File: src/rtl/kt8_pkg.sv
// kt8 sequencer shared definitions.
// Opcodes, instruction field positions, FSM states.
package kt8_pkg;

  localparam logic [3:0] OP_ADD   = 4'd0;
  localparam logic [3:0] OP_SUB   = 4'd1;
  localparam logic [3:0] OP_AND   = 4'd2;
  localparam logic [3:0] OP_OR    = 4'd3;
  localparam logic [3:0] OP_XOR   = 4'd4;
  localparam logic [3:0] OP_NOTA  = 4'd5;
  localparam logic [3:0] OP_NOTB  = 4'd6;
  localparam logic [3:0] OP_PASSA = 4'd7;
  localparam logic [3:0] OP_PASSB = 4'd8;
  localparam logic [3:0] OP_SHL   = 4'd9;
  localparam logic [3:0] OP_SHR   = 4'd10;
  localparam logic [3:0] OP_ZERO  = 4'd11;
  localparam logic [3:0] OP_INC   = 4'd12;
  localparam logic [3:0] OP_DEC   = 4'd13;
  localparam logic [3:0] OP_LDI   = 4'd14;
  localparam logic [3:0] OP_OUT   = 4'd15;

  localparam int OP_MSB  = 15;
  localparam int OP_LSB  = 12;
  localparam int RD_MSB  = 11;
  localparam int RD_LSB  = 10;
  localparam int RS_MSB  = 9;
  localparam int RS_LSB  = 8;
  localparam int IMM_MSB = 7;
  localparam int IMM_LSB = 0;

  typedef enum logic [1:0] {
    IDLE,
    EXEC,
    RESP
  } state_t;

endpackage

File: src/rtl/kt8_alu_seq_if.sv
// kt8 sequencer bus: instruction in, ALU drive,
// result out. slave = sequencer side.
interface kt8_alu_seq_if;
  logic        instr_valid_i;
  logic        instr_ready_o;
  logic [15:0] instr_i;
  logic [3:0]  alu_op_o;
  logic [7:0]  alu_a_o;
  logic [7:0]  alu_b_o;
  logic [7:0]  alu_r_i;
  logic        res_valid_o;
  logic        res_ready_i;
  logic [7:0]  res_data_o;
  logic        res_z_o;
  logic        res_n_o;

  modport slave (
    input  instr_valid_i, instr_i,
    input  alu_r_i, res_ready_i,
    output instr_ready_o,
    output alu_op_o, alu_a_o, alu_b_o,
    output res_valid_o, res_data_o,
    output res_z_o, res_n_o
  );

  modport master (
    output instr_valid_i, instr_i,
    output alu_r_i, res_ready_i,
    input  instr_ready_o,
    input  alu_op_o, alu_a_o, alu_b_o,
    input  res_valid_o, res_data_o,
    input  res_z_o, res_n_o
  );
endinterface

File: src/rtl/kt8_regfile.sv
// kt8 4x8 register file: two async reads,
// one sync write, async clear.
module kt8_regfile (
  input  logic       clk_i,
  input  logic       rst_ni,
  input  logic       i_we,
  input  logic [1:0] i_waddr,
  input  logic [7:0] i_wdata,
  input  logic [1:0] i_raddr_a,
  input  logic [1:0] i_raddr_b,
  output logic [7:0] o_rdata_a,
  output logic [7:0] o_rdata_b
);

  logic [7:0] r_mem [4];

  // write port; reset clears every entry
  always_ff @(posedge clk_i or negedge rst_ni) begin
    if (!rst_ni) begin
      for (int i = 0; i < 4; i++) r_mem[i] <= '0;
    end else if (i_we) begin
      r_mem[i_waddr] <= i_wdata;
    end
  end

  assign o_rdata_a = r_mem[i_raddr_a];
  assign o_rdata_b = r_mem[i_raddr_b];

endmodule

File: src/rtl/kt8_alu_seq.sv
// kt8 ALU sequencer: decode, drive external ALU,
// write back, return result with Z/N.
module kt8_alu_seq
  import kt8_pkg::*;
(
  input logic clk_i,
  input logic rst_ni,
  kt8_alu_seq_if.slave bus
);

  state_t     r_state;
  state_t     w_state_d;
  logic [3:0] r_op;
  logic [7:0] r_a;
  logic [7:0] r_b;
  logic [1:0] r_rd;
  logic       r_wb;
  logic [7:0] r_res;
  logic       r_z;
  logic       r_n;

  logic [3:0] w_op;
  logic [1:0] w_rd;
  logic [1:0] w_rs;
  logic [7:0] w_imm;
  logic [7:0] w_ra;
  logic [7:0] w_rb;
  logic [3:0] w_aop;
  logic [7:0] w_bsel;
  logic       w_acc;
  logic       w_we;

  assign w_op  = bus.instr_i[OP_MSB:OP_LSB];
  assign w_rd  = bus.instr_i[RD_MSB:RD_LSB];
  assign w_rs  = bus.instr_i[RS_MSB:RS_LSB];
  assign w_imm = bus.instr_i[IMM_MSB:IMM_LSB];
  assign w_acc = (r_state == IDLE) && bus.instr_valid_i;
  assign w_we  = (r_state == EXEC) && r_wb;

  kt8_regfile u_rf (
    .clk_i     (clk_i),
    .rst_ni    (rst_ni),
    .i_we      (w_we),
    .i_waddr   (r_rd),
    .i_wdata   (bus.alu_r_i),
    .i_raddr_a (w_rd),
    .i_raddr_b (w_rs),
    .o_rdata_a (w_ra),
    .o_rdata_b (w_rb)
  );

  // map LDI/OUT onto plain ALU pass operations
  always_comb begin
    w_aop  = w_op;
    w_bsel = w_rb;
    unique case (1'b1)
      (w_op == OP_LDI): begin
        w_aop  = OP_PASSB;
        w_bsel = w_imm;
      end
      (w_op == OP_OUT): w_aop = OP_PASSA;
      default: ;
    endcase
  end

  // state register
  always_ff @(posedge clk_i or negedge rst_ni) begin
    if (!rst_ni) r_state <= IDLE;
    else         r_state <= w_state_d;
  end

  // next-state logic
  always_comb begin
    w_state_d = r_state;
    unique case (r_state)
      IDLE:    if (w_acc) w_state_d = EXEC;
      EXEC:    w_state_d = RESP;
      RESP:    if (bus.res_ready_i) w_state_d = IDLE;
      default: w_state_d = IDLE;
    endcase
  end

  // ALU drive registers, loaded on accept only
  always_ff @(posedge clk_i or negedge rst_ni) begin
    if (!rst_ni) begin
      r_op <= OP_ZERO;
      r_a  <= '0;
      r_b  <= '0;
      r_rd <= '0;
      r_wb <= 1'b0;
    end else if (w_acc) begin
      r_op <= w_aop;
      r_a  <= w_ra;
      r_b  <= w_bsel;
      r_rd <= w_rd;
      r_wb <= (w_op != OP_OUT);
    end
  end

  // result capture at end of EXEC, held through RESP
  always_ff @(posedge clk_i or negedge rst_ni) begin
    if (!rst_ni) begin
      r_res <= '0;
      r_z   <= 1'b0;
      r_n   <= 1'b0;
    end else if (r_state == EXEC) begin
      r_res <= bus.alu_r_i;
      r_z   <= (bus.alu_r_i == 8'd0);
      r_n   <= bus.alu_r_i[7];
    end
  end

  assign bus.instr_ready_o = (r_state == IDLE);
  assign bus.res_valid_o   = (r_state == RESP);
  assign bus.alu_op_o      = r_op;
  assign bus.alu_a_o       = r_a;
  assign bus.alu_b_o       = r_b;
  assign bus.res_data_o    = r_res;
  assign bus.res_z_o       = r_z;
  assign bus.res_n_o       = r_n;

endmodule

File: src/flat_wrapper.sv
// flat-port wrapper written by rule: the top's interface ports become plain ports
module kt8_alu_seq_flat import kt8_pkg::*;
  (clk_i, rst_ni, bus_instr_valid_i, bus_instr_i, bus_alu_r_i, bus_res_ready_i, bus_instr_ready_o, bus_alu_op_o, bus_alu_a_o, bus_alu_b_o, bus_res_valid_o, bus_res_data_o, bus_res_z_o, bus_res_n_o);
  kt8_alu_seq_if bus_i ();
  input logic clk_i;
  input logic rst_ni;
  input wire logic [$bits(bus_i.instr_valid_i)-1:0] bus_instr_valid_i;
  input wire logic [$bits(bus_i.instr_i)-1:0] bus_instr_i;
  input wire logic [$bits(bus_i.alu_r_i)-1:0] bus_alu_r_i;
  input wire logic [$bits(bus_i.res_ready_i)-1:0] bus_res_ready_i;
  output wire logic [$bits(bus_i.instr_ready_o)-1:0] bus_instr_ready_o;
  output wire logic [$bits(bus_i.alu_op_o)-1:0] bus_alu_op_o;
  output wire logic [$bits(bus_i.alu_a_o)-1:0] bus_alu_a_o;
  output wire logic [$bits(bus_i.alu_b_o)-1:0] bus_alu_b_o;
  output wire logic [$bits(bus_i.res_valid_o)-1:0] bus_res_valid_o;
  output wire logic [$bits(bus_i.res_data_o)-1:0] bus_res_data_o;
  output wire logic [$bits(bus_i.res_z_o)-1:0] bus_res_z_o;
  output wire logic [$bits(bus_i.res_n_o)-1:0] bus_res_n_o;
  assign bus_i.instr_valid_i = bus_instr_valid_i;
  assign bus_i.instr_i = bus_instr_i;
  assign bus_i.alu_r_i = bus_alu_r_i;
  assign bus_i.res_ready_i = bus_res_ready_i;
  assign bus_instr_ready_o = bus_i.instr_ready_o;
  assign bus_alu_op_o = bus_i.alu_op_o;
  assign bus_alu_a_o = bus_i.alu_a_o;
  assign bus_alu_b_o = bus_i.alu_b_o;
  assign bus_res_valid_o = bus_i.res_valid_o;
  assign bus_res_data_o = bus_i.res_data_o;
  assign bus_res_z_o = bus_i.res_z_o;
  assign bus_res_n_o = bus_i.res_n_o;
  kt8_alu_seq u_core (.clk_i(clk_i), .rst_ni(rst_ni), .bus(bus_i));
endmodule
File: config.mk
export PLATFORM = sky130hd
export DESIGN_NAME = kt8_alu_seq_flat
export DESIGN_NICKNAME = d
export VERILOG_FILES = /design/src/rtl/kt8_pkg.sv /design/src/rtl/kt8_alu_seq_if.sv /design/src/rtl/kt8_regfile.sv /design/src/rtl/kt8_alu_seq.sv /design/src/flat_wrapper.sv
export SDC_FILE = /design/constraint.sdc
export NUM_CORES = 1
export LEC_CHECK = 0
export BUFFER_PORTS_ARGS = -buffer_cell sky130_fd_sc_hd__buf_2
export CAP_MARGIN = 10
export CORE_MARGIN = 2
export CORE_UTILIZATION = 57
export CTS_BUF_LIST = sky130_fd_sc_hd__clkbuf_8
export DETAILED_ROUTE_END_ITERATION = 6
export GPL_ROUTABILITY_DRIVEN = 1
export PLACE_DENSITY = 0.82
export SLEW_MARGIN = 20
export SYNTH_ARGS = -nofsm -noshare
export SYNTH_HDL_FRONTEND = slang
export SYNTH_SLANG_ARGS = --single-unit
File: constraint.sdc
create_clock -name clk_i -period 1.85 [get_ports clk_i]
set_input_delay 0.555 -clock clk_i [delete_from_list [all_inputs] [get_ports clk_i]]
set_output_delay 0.555 -clock clk_i [all_outputs]
set_load 0.01 [all_outputs]
### Word-level counts from Yosys, hierarchy flattened

Index checks and enable logic that the tools add are counted.

* register bits after elaboration: 67
* input bits: 28
* output and inout bits: 32

* order comparisons: 4
* equal/unequal tests: 7
* multiplexer cells: 14
* bitwise logic cells: 3
* reduce and logical (&&, ||, !) cells: 6

Operators with widths (number)
* 8-bit 2-to-1 mux: 6
* 8-bit binary-select mux with 2-bit select: 2
* 32-bit bitwise mux: 1
* 8-bit demux with 2-bit select: 1
* 3-bit >= comparator, second input constant: 3
* 2-bit NOT with 3-bit output: 3
* 4-bit equality test, second input constant: 2
* 8-bit zero test: 1
* 4-bit case mux with 2 select lines: 1
* 2-bit case mux with 3 select lines: 1
* 2-bit 2-to-1 mux: 2
* 4-bit != test, second input constant: 1
* 1-bit logical AND: 3
* 3-bit by 1-bit less-than comparator with 1-bit output, second input constant: 1
* 2-bit by 1-bit equality test with 1-bit output, second input constant: 1
* 2-bit equality test, second input constant: 1
* 2-bit zero test: 1
* 2-bit by 1-bit != test with 1-bit output, second input constant: 1
* 2-bit != test, second input constant: 1
* 2-bit AND reduction: 1

### Depth between registers and ports, before layout

Gate-level depths: netlist of run 1.

* depth in word-level cells: 6
* mapped depth: 5
* depth with buffers taken out: 3

### Hierarchy

A second synthesis of run 1 with hierarchy kept.

* cell total of the unflattened synthesis: 201
* area, all modules: 3016.6 um2

By module, submodules not included
* kt8_regfile: times used 1, cells an instance 88, area each 1590.3 um2
* kt8_alu_seq: times used 1, cells an instance 113, area each 1426.4 um2

### Worst setup path before layout of run 1

Ideal clock, no wire load.

* path type: input -> register
* start point: input bus_instr_i[10]
* end point: register u_core.r_a[4] (netlist: u_core.bus.alu_a_o[4])
* arrival time: 1.559 ns
* path slack: 0.166 ns
* stages: 3
* path buffers: 1
* path through: buf_2 -> mux4_2 -> mux2_2

* cells in the longest elaborated chain, start to end: 4

RTL lines
* from (decl): RTL line flat_wrapper.sv:8 `input wire logic [$bits(bus_i.instr_i)-1:0] bus_instr_i;`
* 2-bit NOT with 3-bit output (not written as such): RTL line kt8_regfile.sv:26 `assign o_rdata_a = r_mem[i_raddr_a];`
* 8-bit binary-select mux with 2-bit select: RTL line kt8_regfile.sv:26
* 8-bit 2-to-1 mux (not written as such) (2 in series): RTL line kt8_regfile.sv:26
* to (signal assigned): RTL line kt8_alu_seq.sv:93 `r_a <= w_ra;`
* to (decl): RTL line kt8_alu_seq.sv:14 `logic [7:0] r_a;`

Every way passes these cells. The select of a mux whose other input is x is not followed.
A chain may end at the register's enable or synchronous reset.

### Worst setup path in the final report of run 1

* start point: register u_core.r_state[0]
* end point: output bus_res_valid_o

* cells in the longest elaborated chain, start to end: 1

RTL lines
* from (decl): RTL line kt8_alu_seq.sv:11 `state_t r_state;`
* from (signal assigned): RTL line kt8_alu_seq.sv:69 `else r_state <= w_state_d;`
* 2-bit equality test: RTL line kt8_alu_seq.sv:114 `assign bus.res_valid_o = (r_state == RESP);`
* to (decl): RTL line flat_wrapper.sv:15 `output wire logic [$bits(bus_i.res_valid_o)-1:0] bus_res_valid_o;`

Every way passes these cells.

==> results of run 1 <==
## cells in the mapped netlist
cell / instances / area share (%)
nand3_1: 4 / 0.66
nor2_1: 11 / 1.4
buf_1: 1 / 0.12
nand4b_1: 1 / 0.29
inv_1: 4 / 0.49
dfstp_2: 3 / 2.6
nand3b_1: 1 / 0.25
nand4b_2: 1 / 0.49
nor4b_4: 1 / 0.78
o21ai_0: 4 / 0.66
buf_2: 5 / 0.82
o211ai_1: 1 / 0.25
nand2_1: 44 / 5.4
buf_4: 3 / 0.74
mux4_2: 16 / 12
nor3b_1: 1 / 0.25
and4b_1: 2 / 0.66
buf_6: 1 / 0.37
dfrtp_1: 63 / 52
nor4_1: 2 / 0.41
mux2_2: 43 / 16
a21oi_1: 1 / 0.16
nand4_4: 1 / 0.70
a31oi_1: 8 / 1.6
and2b_2: 1 / 0.29
clkbuf_1: 3 / 0.37
nand2b_1: 1 / 0.21
nand2b_4: 1 / 0.45
## per-stage QoR
step           hold slack [ps]  total power, W
3_3_place_gp               456         0.00477
2_1_floorplan              259         0.00413
4_1_cts                   95.3         0.00626
3_5_place_dp               459         0.00491
5_1_grt                    102         0.00657
6_report                  95.1         0.00621
## power groups by stage
stage	clock network, W	registers (W)	logic (W)
after floorplan	0	0.00272	0.00141
after global placement	0	0.00264	0.00212
after detailed placement	0	0.00270	0.00221
after CTS	0.00134	0.00269	0.00222
after global routing	0.00141	0.00278	0.00238
final	0.00132	0.00270	0.00220
## critical path, stage by stage, from the launching register on
cell      delay, ps
dfrtp_1         460
nand2b_1        200
inv_1            60
buf_2           120
## sequential cells by signal, summed over array words and instances, names as in the netlist
name,cells
u_core.u_rf.r_mem,32
u_core.bus.alu_a_o,8
u_core.bus.alu_b_o,8
u_core.bus.res_data_o,7
u_core.bus.alu_op_o,4
u_core.r_rd,2
u_core.r_state,2
u_core.bus.res_n_o,1
u_core.bus.res_z_o,1
u_core.r_wb,1
## cells in the final DEF (no fill, tap or decap), types with 3 or more instances in the layout
| master | instances |
|---|---|
| a31oi_1 | 8 |
| buf_2 | 59 |
| buf_4 | 4 |
| clkbuf_8 | 10 |
| clkinv_2 | 4 |
| dfrtp_1 | 63 |
| dfstp_2 | 3 |
| inv_1 | 4 |
| mux2_2 | 43 |
| mux4_2 | 16 |
| nand2_1 | 44 |
| nand3_1 | 4 |
| nor2_1 | 11 |
| o21ai_0 | 4 |
## cells by family (layout without fill, tap and decap cells)
family                 after synthesis  count (layout)  synth area share [%]
and+or+nand+nor                     72              72                  12.2
DFF                                 66              66                  54.4
AOI/OAI and AO/OA                   14              14                  2.71
muxes                               59              59                  27.8
buffers and inverters               17              85                  2.92
## worst paths after layout
check	endpoint	slack (ps)
worst max-delay path	bus_res_valid_o	130
max in group asynchronous	u_core.bus.res_data_o[1]$_DFFE_PN0N_	1180
worst min register to register	u_core.bus.res_data_o[0]$_DFFE_PN0N_	480
worst max register to register	u_core.u_rf.r_mem[27]$_DFFE_PN0P_	230
worst min-delay path	u_core.bus.alu_b_o[5]$_DFFE_PN0P_	100
min in group clk_i	u_core.r_state[1]$_DFFE_PN0P_	430
## area by class of cell
class / count / area, sq um / area share (%)
tap: 70 / 87.6 / 2.40
multi-input combinational: 145 / 1300 / 35.8
clock inverter: 6 / 80.1 / 2.20
inverter: 4 / 15.0 / 0.412
clock buffer: 10 / 138 / 3.78
sequential: 66 / 1660 / 45.4
timing repair buffer: 65 / 365 / 10.0
## layer usage
metal / GRT usage, % / share of wire [%]
met4: 12.3 / 2.1
met2: 36.7 / 48
met5: 0 / 0
met1: 33.4 / 46
met3: 3.65 / 3.9
==> summary.md, run 1 <==
| Metric | Value |
|---|---|
| Status | finished, final reports clean |
| CTS tree | yes |
| Max-Cap Viols | 0 |
| Core Area | 0.00514 sq mm |
| Synth warn | 0 |
| DRT Pass-1 Iters | 4 |
| Reg power frac | 43.4% |
| Fillers | 386 |
| Placed Cells | 350 |
| Fin util | 70.9% |
| Cell-internal power | 0.00421 W |
| R2R cell count | 4 |
| Fin crit period | 1720 ps |
| Crit-path max FO | 5 |
| Initial antenna violation count | 0 |
| # Post-CTS Setup Buffers | 0 |
| Setup Slack @ Placement | 41.2 ps |
| Routed Antenna Nets | 0 |
| Gr ovfl total | 0 |
| Bufs on Longest Clock Path | 2 |
| Reg clk slew, reported paths | 70 ps |
| Placed instance area | 0.00343 sq mm |
| Unrepaired setup endpoints after global routing | no |
| Switch Pwr | 0.00201 W |
| Clk root buf | clkbuf_8 |
| H-tree depth | 3 |
| Rel. slew slack | 76.7% |
| Die area | 0.00594 sq mm |
| Number of global-route vias before repair | 2097 |
| Area Growth Syn to Fin | 19.8% |
| Diode count | 0 |
| Clk network pwr share | 21.2% |
| Cts bufs inserted | 9 |
| FF-to-FF Start | u_core.r_state[1]$_DFFE_PN0P_ |
| Crit Path Class | register to output port |
| Via count | 2062 |
| Mapped cell area | 0.00304 sq mm |
| Port bufs | 59 |
| Mean Syn Cell Area | 13.3 sq um |
| First-pass GRT wire length | 10700 um |
| Final setup viols | 0 |
| Setup TNS | 0 ps |
| Hold/Removal Path Class | primary input to async pin |
| Clk Latency, worst-skew pair | 340 ps |
| Slew Viols, Final | 0 |
| Vias per inst | 5.63 |
| DR DRC count | 0 |
| Final WS setup | 125 ps |
| Tightest Pin Transition | 348 ps |
| Combinational power share | 35.4% |
| # hold bufs at CTS | 0 |
| Syn nets | 256 |
| Worst setup startpoint | u_core.r_state[0]$_DFFE_PN0P_ |
| Register area share after synthesis | 54.4% |
| Cell area after layout | 0.00364 sq mm |
| Peak supply drop | 0.992 mV |
| Final nets | 319 |
| Routed WL | 6440 um |
| Ports | 60 |
| Crit path launch type | register |
| Largest net degree at the start of global routing | 55 |
| RePlAce Congestion | 0.719 |
| Die Y | 77.1 um |
| Final cell count without fillers | 366 |
| CP arrival | 1170 ps |
| Final worst path period share | 93.2% |
| Worst Skew | 5.93 ps |
| DP HPWL | 4410 um |
| Power Density | 1710 mW/mm^2 |
| Drt initial violations | 106 |
| Hold Vio Cnt, Final | 0 |
| Syn Inst Count | 228 |
| Post-cts resize count | 0 |
| Die W | 77.1 um |
| Yosys reg bits | 66 |
| Starting Density | 59.2% |
| Fmax | 580 MHz |
| Switch share | 32.3% |
| Leakage | 1.67 nW |
| Row count | 26 |
| Clock tree sinks | 66 |
| Ratio of cells with drive above 1 in the final layout | 50.3% |
| Routed len/inst | 17.6 um |
| GRT Overall Usage | 23.9% |
| CP required | 1290 ps |
| Synth cell types | 28 |
| Crit end category | output port |
Power figures use the tool's default switching activity.
==> run 2, diff against run 1 <==
--- a/config.mk
+++ b/config.mk
@@ -8,11 +8,11 @@
 export BUFFER_PORTS_ARGS = -buffer_cell sky130_fd_sc_hd__buf_2
 export CAP_MARGIN = 10
 export CORE_MARGIN = 2
-export CORE_UTILIZATION = 57
+export CORE_UTILIZATION = 55
 export CTS_BUF_LIST = sky130_fd_sc_hd__clkbuf_8
 export DETAILED_ROUTE_END_ITERATION = 6
 export GPL_ROUTABILITY_DRIVEN = 1
-export PLACE_DENSITY = 0.82
+export PLACE_DENSITY = 0.8
 export SLEW_MARGIN = 20
 export SYNTH_ARGS = -nofsm -noshare
 export SYNTH_HDL_FRONTEND = slang
==> run 2 against run 1 <==
- die area up 3.4%
- sequential share of layout area up 0.19 points
- routed wire length down 6.0%
- count of clock-buffer cells in the layout up 1
- critical endpoint unchanged
- largest cell class unchanged
- largest power group unchanged
==> summary.md, run 2 (synthesized netlist as in run 1, its figures left out) <==
| Metric | Value |
|---|---|
| Biggest register | u_core.u_rf.r_mem |
| Via count | 2050 (-0.58%) |
| Die Y | 78.4 um (+1.7%) |
| Setup Slack @ Placement | 53.7 ps (+12.5 ps) |
| Status | finished, final reports clean |
| Final setup viols | 0 (unchanged) |
| Crit end category | output port |
| Ports | 60 (unchanged) |
| Clk network pwr share | 19.8% (-1.4 points) |
| DRT Pass-1 Iters | 4 (unchanged) |
| Combinational power share | 35.9% (+0.5 points) |
| First-pass GRT wire length | 9850 um (-7.6%) |
| Cell area after layout | 0.00363 sq mm (-0.41%) |
| GRT Overall Usage | 21.5% (-2.4 points) |
| Slew Viols, Final | 0 (unchanged) |
| Reg clk slew, reported paths | 70 ps (about the same) |
| Clk Latency, worst-skew pair | 330 ps (about the same) |
| Die area | 0.00614 sq mm (+3.4%) |
| Switch share | 32.0% (-0.27 points) |
| Fin util | 66.7% (-4.2 points) |
| Number of global-route vias before repair | 1995 (-4.9%) |
| Final worst path period share | 92.6% (-0.64 points) |
| Worst Skew | 8.59 ps (+2.66 ps) |
| RePlAce Congestion | 0.759 (+5.5%) |
| H-tree depth | 3 (unchanged) |
| DP HPWL | 4340 um (-1.5%) |
| Die W | 78.4 um (+1.7%) |
| Routed len/inst | 16.4 um (-7.0%) |
| Initial antenna violation count | 0 (unchanged) |
| Hold/Removal Path Class | primary input to async pin |
| Gr ovfl total | 0 (unchanged) |
| Switch Pwr | 0.00193 W (-4.0%) |
| Reg power frac | 44.4% (+1.0 points) |
| Unrepaired setup endpoints after global routing | no |
| Clk root buf | clkbuf_8 |
| Rel. slew slack | 68.6% (-8.1 points) |
| Row count | 27 (+3.8%) |
| Crit-path max FO | 5 (unchanged) |
| Diode count | 0 (unchanged) |
| Port bufs | 59 (unchanged) |
| Largest net degree at the start of global routing | 37 (-33%) |
| Max reg flops | 32 (unchanged) |
| Post-cts resize count | 0 (unchanged) |
| Fmax | 584 MHz (+0.69%) |
| Area Growth Syn to Fin | 19.3% |
| Cell-internal power | 0.00409 W (-2.8%) |
| Crit path launch type | register |
| Starting Density | 55.9% (-3.3 points) |
| Tightest Pin Transition | 471 ps (+123 ps) |
| CTS tree | yes |
| Crit Path Class | register to output port |
| # hold bufs at CTS | 0 (unchanged) |
| Cts bufs inserted | 9 (unchanged) |
| Vias per inst | 5.54 (-1.7%) |
| DR DRC count | 0 (unchanged) |
| Leakage | 1.68 nW (+0.23%) |
| Hold Vio Cnt, Final | 0 (unchanged) |
| Max-Cap Viols | 0 (unchanged) |
| Routed WL | 6060 um (-6.0%) |
| Fin crit period | 1710 ps (-11.8 ps) |
| Peak supply drop | 0.886 mV (-11%) |
| CP required | 1290 ps (about the same) |
| Bufs on Longest Clock Path | 2 (unchanged) |
| Final nets | 321 (+0.63%) |
| CP arrival | 1160 ps (about the same) |
| Final WS setup | 137 ps (+11.8 ps) |
| Drt initial violations | 61 (-42%) |
| Power Density | 1660 mW/mm^2 (-2.8%) |
| Placed instance area | 0.00343 sq mm (+0.15%) |
| # Post-CTS Setup Buffers | 0 (unchanged) |
| Routed Antenna Nets | 0 (unchanged) |
| Setup TNS | 0 ps (unchanged) |
| Most frequent cells in the layout | dfrtp_1, buf_2, nand2_1 |
| Core Area | 0.00544 sq mm (+5.8%) |
| Overall power | 0.00602 W (-3.2%) |
| Commonest non-fill, non-tap cell in the layout | dfrtp_1 |
| Clock tree sinks | 66 (unchanged) |
| Ratio of cells with drive above 1 in the final layout | 49.7% (-0.67 points) |
==> run 2: cell count changes in the layout (fill, tap and decap cells not counted) <==
cell       before  now
inv_1           4    7
bufinv_16       2    1
buf_12          2    1
buf_4           4    7
clkbuf_8       10   11
clkinv_2        4    1
==> run 2: path summary, 6_finish.rpt <==
check	slack, ps	depth (start not counted)	from	to
min in group clk_i	410	2	bus_res_ready_i	u_core.r_state[1]$_DFFE_PN0P_
max in group asynchronous	1130	2	rst_ni	u_core.u_rf.r_mem[22]$_DFFE_PN0P_
hold reg to reg	480	2	u_core.bus.res_data_o[2]$_DFFE_PN0N_	u_core.bus.res_data_o[2]$_DFFE_PN0N_
hold / removal	170	1	rst_ni	u_core.bus.alu_b_o[4]$_DFFE_PN0P_
setup / recovery	140	3	u_core.r_state[0]$_DFFE_PN0P_	bus_res_valid_o
setup reg to reg	220	4	u_core.r_state[1]$_DFFE_PN0P_	u_core.u_rf.r_mem[30]$_DFFE_PN0P_
==> run 2: worst max-delay path, stage by stage, from the launching register on <==
cell and delay [ps]:
dfrtp_1 450, nand2b_1 190, inv_1 70, buf_2 120
==> run 2: cell type report <==
type                       count  area, sq um
clock buffer                  11          151
tap                           72         90.1
fill                         405         1810
sequential                    66         1660
clock inverter                 5         46.3
timing repair buffer          67          368
inverter                       4         15.0
multi-input combinational    145         1300
==> run 2: per-stage QoR <==
stage / cells / hold WS [ps]
after floorplan: 228 / 259
after global placement: 354 / 454
after detailed placement: 354 / 458
after CTS: 370 / 174
after global routing: 370 / 194
final: 370 / 169
==> run 2: layer usage <==
layer / vias to the layer above / GRT usage (%) / wire length, um
met1: 1013 / 29.5 / 2760
met3: 11 / 5.17 / 391
met5: - / 0 / 0
li1: 951 / - / -
met2: 75 / 32.5 / 2790
met4: 0 / 10.5 / 110
==> run 2: power by group through the flow <==
| stage | clock network, W | registers, W | logic, W |
|---|---|---|---|
| floorplan | 0 | 0.00272 | 0.00141 |
| global placement | 0 | 0.00264 | 0.00211 |
| detailed placement | 0 | 0.00269 | 0.00219 |
| CTS | 0.00122 | 0.00267 | 0.00219 |
| global route | 0.00128 | 0.00276 | 0.00236 |
| finish | 0.00119 | 0.00267 | 0.00216 |
